## config.mk

```make
export PLATFORM = sky130hd
export DESIGN_NAME = apb_master_bridge
export DESIGN_NICKNAME = d
export VERILOG_FILES = /design/src/rtl/apb_master_bridge.sv
export SDC_FILE = /design/constraint.sdc
export NUM_CORES = 1
export LEC_CHECK = 0
export BUFFER_PORTS_ARGS = -buffer_cell sky130_fd_sc_hd__buf_2
export CAP_MARGIN = 20
export CORE_ASPECT_RATIO = 1.5
export CORE_UTILIZATION = 49
export CTS_BUF_LIST = sky130_fd_sc_hd__clkbuf_16
export CTS_CLUSTER_SIZE = 10
export DETAILED_ROUTE_END_ITERATION = 8
export PLACE_DENSITY = 0.83
export REMOVE_ABC_BUFFERS = 1
export SLEW_MARGIN = 5
export SYNTH_ARGS = -nofsm -noshare
export SYNTH_HDL_FRONTEND = slang
export SYNTH_SLANG_ARGS = --single-unit
```

## constraint.sdc

```tcl
create_clock -name pclk -period 3.5 [get_ports pclk]
set_clock_uncertainty 0.2 [all_clocks]
set_input_delay 0 -clock pclk [delete_from_list [all_inputs] [get_ports pclk]]
set_output_delay 0 -clock pclk [all_outputs]
set_load 0.02 [all_outputs]
```

## src/rtl/apb_master_bridge.sv

```systemverilog
`default_nettype none
// ============================================================================
// Module   : apb_master_bridge
// Brief    : Single-outstanding APB initiator turning cmd/rsp requests into
//            SETUP/ACCESS transfers; APB_MASTER_TIMEOUT_EN adds ACCESS timeout.
// Revision : 1.0 - initial release
// ============================================================================
module apb_master_bridge #(
  parameter int ADDR_W         = 5,
  parameter int DATA_W         = 8,
  parameter int TIMEOUT_CYCLES = 16
) (
  input  logic              pclk,
  input  logic              presetn,
  input  logic              cmd_valid,
  output logic              cmd_ready,
  input  logic              cmd_write,
  input  logic [ADDR_W-1:0] cmd_addr,
  input  logic [DATA_W-1:0] cmd_wdata,
  output logic              rsp_valid,
  output logic [DATA_W-1:0] rsp_rdata,
  output logic              rsp_error,
  output logic              psel,
  output logic              penable,
  output logic              pwrite,
  output logic [ADDR_W-1:0] paddr,
  output logic [DATA_W-1:0] pwdata,
  input  logic              pready,
  input  logic [DATA_W-1:0] prdata
);

  typedef enum logic [1:0] {
    IDLE   = 2'd0,
    SETUP  = 2'd1,
    ACCESS = 2'd2
  } state_t;

  if (TIMEOUT_CYCLES < 2 || TIMEOUT_CYCLES > 255) begin : g_timeout_range_check
    $error("apb_master_bridge: TIMEOUT_CYCLES must be within 2..255");
  end

  state_t              state_q, state_d;
  logic                cmd_ready_q, cmd_ready_d;
  logic                psel_q, psel_d;
  logic                penable_q, penable_d;
  logic                pwrite_q, pwrite_d;
  logic [ADDR_W-1:0]   paddr_q, paddr_d;
  logic [DATA_W-1:0]   pwdata_q, pwdata_d;
  logic                rsp_valid_q, rsp_valid_d;
  logic [DATA_W-1:0]   rsp_rdata_q, rsp_rdata_d;
  logic                rsp_error_q, rsp_error_d;

`ifdef APB_MASTER_TIMEOUT_EN
  localparam logic [7:0] WAIT_LAST = 8'(TIMEOUT_CYCLES - 1);
  logic [7:0]          wait_cnt_q, wait_cnt_d;
`endif

  always_comb begin
    state_d     = state_q;
    psel_d      = psel_q;
    penable_d   = penable_q;
    pwrite_d    = pwrite_q;
    paddr_d     = paddr_q;
    pwdata_d    = pwdata_q;
    rsp_valid_d = 1'b0;
    rsp_rdata_d = rsp_rdata_q;
    rsp_error_d = rsp_error_q;
`ifdef APB_MASTER_TIMEOUT_EN
    wait_cnt_d  = wait_cnt_q;
`endif

    unique case (state_q)
      IDLE: begin
        // cmd_ready_q is low for the first cycle after reset release
        if (cmd_valid && cmd_ready_q) begin
          pwrite_d = cmd_write;
          paddr_d  = cmd_addr;
          pwdata_d = cmd_write ? cmd_wdata : '0;
          psel_d   = 1'b1;
          state_d  = SETUP;
        end
      end
      SETUP: begin
        penable_d = 1'b1;
        state_d   = ACCESS;
`ifdef APB_MASTER_TIMEOUT_EN
        wait_cnt_d = '0;
`endif
      end
      ACCESS: begin
        if (pready) begin
          psel_d      = 1'b0;
          penable_d   = 1'b0;
          rsp_valid_d = 1'b1;
          rsp_rdata_d = pwrite_q ? '0 : prdata;
          rsp_error_d = 1'b0;
          state_d     = IDLE;
        end
`ifdef APB_MASTER_TIMEOUT_EN
        else if (wait_cnt_q == WAIT_LAST) begin
          psel_d      = 1'b0;
          penable_d   = 1'b0;
          rsp_valid_d = 1'b1;
          rsp_rdata_d = '0;
          rsp_error_d = 1'b1;
          state_d     = IDLE;
        end else begin
          wait_cnt_d = wait_cnt_q + 8'd1;
        end
`endif
      end
      default: begin
        psel_d    = 1'b0;
        penable_d = 1'b0;
        state_d   = IDLE;
      end
    endcase

    cmd_ready_d = (state_d == IDLE);
  end

  always_ff @(posedge pclk or negedge presetn) begin
    if (!presetn) begin
      state_q     <= IDLE;
      cmd_ready_q <= 1'b0;
      psel_q      <= 1'b0;
      penable_q   <= 1'b0;
      pwrite_q    <= 1'b0;
      paddr_q     <= '0;
      pwdata_q    <= '0;
      rsp_valid_q <= 1'b0;
      rsp_rdata_q <= '0;
      rsp_error_q <= 1'b0;
`ifdef APB_MASTER_TIMEOUT_EN
      wait_cnt_q  <= '0;
`endif
    end else begin
      state_q     <= state_d;
      cmd_ready_q <= cmd_ready_d;
      psel_q      <= psel_d;
      penable_q   <= penable_d;
      pwrite_q    <= pwrite_d;
      paddr_q     <= paddr_d;
      pwdata_q    <= pwdata_d;
      rsp_valid_q <= rsp_valid_d;
      rsp_rdata_q <= rsp_rdata_d;
      rsp_error_q <= rsp_error_d;
`ifdef APB_MASTER_TIMEOUT_EN
      wait_cnt_q  <= wait_cnt_d;
`endif
    end
  end

  assign cmd_ready = cmd_ready_q;
  assign psel      = psel_q;
  assign penable   = penable_q;
  assign pwrite    = pwrite_q;
  assign paddr     = paddr_q;
  assign pwdata    = pwdata_q;
  assign rsp_valid = rsp_valid_q;
  assign rsp_rdata = rsp_rdata_q;
  assign rsp_error = rsp_error_q;

endmodule
`default_nettype wire

```

==> flow_summary_export.csv <==
group,metric,value,unit
run_status,status,"complete, no violations",
detailed_routing,vias_per_cell,4.718,
yosys,synth_cells,89,
yosys,synth_cell_types,19,
clock_tree,root_buffer,"clkbuf_16",
clock_tree,numCtsBuffers,3,
sta,slew_headroom,60.84,%
setup_path,reg2reg_slack,1.78,ns
detailed_routing,drtIter0Drc,6,
run,maxCapViolations,0,
layout,utilization,81.57,%
floorplanning,initial_utilization,51.93,%
setup_path,r2r_start,"state_q[0]$_DFF_PN0_",
detailed_routing,ant_nets,0,
floorplanning,top_level_ports,53,
layout,areaGrowthSynthToFinish,57.07,%
layout,nNetsFinal,199,
sta,rsz0062_at_grt,"no",
setup_path,r2r_end,"paddr[0]$_DFFE_PN0P_",
worst_hold_path,hold_path_end,"state_q[0]$_DFF_PN0_",
layout,final_common_cell,"buf_2",
floorplanning,die_area,2570,um^2
layout,fill_cells,131,
yosys,seq_area_frac_synth,60.41,%
clock_tree,clkTransAtPathRegs,0.06,ns
detailed_routing,remaining_drc_errors,0,
grt,grt_overflow_total,0,
setup_path,critPathCaptureType,"register",
clock_tree,htree_levels,1,
clock_tree,clockBufferDepth,2,
grt,grt_max_degree,29,
clock_tree,postCtsHoldBufs,32,
layout,final_cell_mix,"51 x buf_2, 32 x dlygate4sd3_1, 28 x dfrtp_1",
setup_path,crit_type,"reg2reg",
layout,n_antenna_cell,0,
yosys,yosys.area.top_type,"dfrtp_1",
worst_hold_path,hold-path-cell-count,3,
power_and_ir_drop,power.density,765.9,nW/um^2
yosys,synth_top_area_share,60.41,%
floorplanning,die_h,61.59,um
floorplanning,die_w,41.73,um
power_and_ir_drop,leakagePower,0.9146,nW
setup_path,reg2reg_depth,3,
grt,grtUsageTotal,22.36,%
yosys,synth-seq-cells,28,
clock_tree,cts_resized,0,
sta,setup-tns-final,0,ns
setup_path,worst_ep_required_time,3.44,ns
sta,fin_crit_sh,49.01,%
sta,clock.fmax,582.9,MHz
yosys,synth_area,1160,um^2
floorplanning,coreArea,2233,um^2
sta,layout_min_cycle_time,1.715,ns
detailed_routing,first_pass_iters,2,
worst_hold_path,hold_class,"in2reg",
yosys,syn_area_per_cell,13.03,um^2
power_and_ir_drop,total_power,1.395,mW
sta,hold_viol_final,0,
clock_tree,cts_tree,"built",
place,gp_congestion,0.6657,
yosys,synth-main-ff-cell,"dfrtp_1",
sta,slew_violations,0,
setup_path,crit_path_start_kind,"register",
power_and_ir_drop,worst_ir_drop_vdd,0.5476,mV
yosys,synth.top_cells.by_area,"dfrtp_1 60%, mux2_2 12%, mux2i_1 6.9%, nor2b_1 4.9%, inv_1 2.6%",
grt,grt_pass1_wl,4.215,mm
clock_tree,post_cts_buffers,0,
grt,grt_pass1_vias,963,
yosys,synth_edf_count,0,
floorplanning,row_count,21,
sta,setup_viol,0,
layout,layout-drive-gt1-share,39.53,%
sta,worst_slew_pin_slew,0.5874,ns
detailed_routing,vias,920,
worst_hold_path,min-delay-start,"cmd_valid",
setup_path,cp_max_fo,17,
yosys,async_flop_share,100.0,%
layout,fin_cells,195,
yosys,yosysWarnings,0,
place,io_buffers,51,
grt,antenna_found_initial,0,
place,dp.cells,159,
clock_tree,insertion_delay,0.25,ns
detailed_routing,wirelength,2.636,mm
setup_path,crit_arrival,1.66,ns
clock_tree,cts.sinks,28,
detailed_routing,routedWlPerCell,13.52,um
-- metal layers --
| metal | global-route usage, % | vias to the layer above | wire length (um) |
|---|---|---|---|
| met2 | 42.41 | 33 | 1454 |
| met1 | 26.00 | 430 | 1083 |
| met5 | 0 | - | 0 |
| met3 | 2.639 | 2 | 78 |
| li1 | - | 455 | - |
| met4 | 8.295 | 0 | 19 |
-- how the worst max path moves through the flow --
stage / startpoint / end
after floorplan: state_q[1]$_DFF_PN0_ / paddr[0]$_DFFE_PN0P_
after global placement: state_q[0]$_DFF_PN0_ / paddr[1]$_DFFE_PN0P_
after detailed placement: state_q[0]$_DFF_PN0_ / paddr[3]$_DFFE_PN0P_
after CTS: state_q[0]$_DFF_PN0_ / paddr[0]$_DFFE_PN0P_
after global routing: state_q[0]$_DFF_PN0_ / paddr[0]$_DFFE_PN0P_
final: state_q[0]$_DFF_PN0_ / paddr[0]$_DFFE_PN0P_
-- worst max-delay path, stage by stage, from the launching register on --
cell and delay [ns]:
dfrtp_1 0.44, nor4bb_4 0.29, buf_4 0.29, mux2_2 0.37
-- report_power, final --
group / internal, mW / switching, mW
Clock: 0.153 / 0.0977
Sequential: 0.462 / 0.0940
Combinational: 0.262 / 0.327
-- logic make-up (layout without fill, tap and decap cells) --
kind of cell / Yosys count / count (layout) / share of synthesized area (%)
AOI/OAI and AO/OA: 5 / 5 / 3.020
buffers and inverters: 13 / 96 / 6.364
DFF: 28 / 28 / 60.41
muxes: 22 / 22 / 20.50
other: 1 / 1 / 0.3233
and+or+nand+nor: 20 / 20 / 9.385
-- cell type report --
class | instances | area, um^2 | share of cell area [%]
Timing Repair Buffer | 84 | 583.1 | 32.01
Clock inverter | 1 | 3.754 | 0.2060
Tap cell | 23 | 28.78 | 1.580
Multi-Input combinational cell | 48 | 400.4 | 21.98
Inverter | 8 | 30.03 | 1.648
Clock buffer | 3 | 75.07 | 4.121
Sequential cell | 28 | 700.7 | 38.46
-- stage by stage --
stage	hold slack, ns	worst slack [ns]	area, um^2
after floorplan	-0.4956	0.3226	1116
after global placement	-0.1738	1.838	1423
after detailed placement	-0.1585	1.794	1423
after CTS	0.07978	1.778	1822
after global routing	0.08897	1.721	1822
final	0.07768	1.785	1822
-- registers in the layout, indices dropped and copies added, names as in the netlist --
name	cells
rsp_valid	1
pwrite	1
penable	1
state_q	2
cmd_ready	1
psel	1
paddr	5
rsp_rdata	8
pwdata	8
-- synthesized netlist by cell type, types with 2 or more instances --
master   number
dfrtp_1      28
mux2_2       12
nor2b_1       9
nand2_1       8
o21a_1        2
mux2_1        2
mux2i_1       8
buf_4         2
inv_1         8
Note: power is estimated with default switching activity, not from simulation.
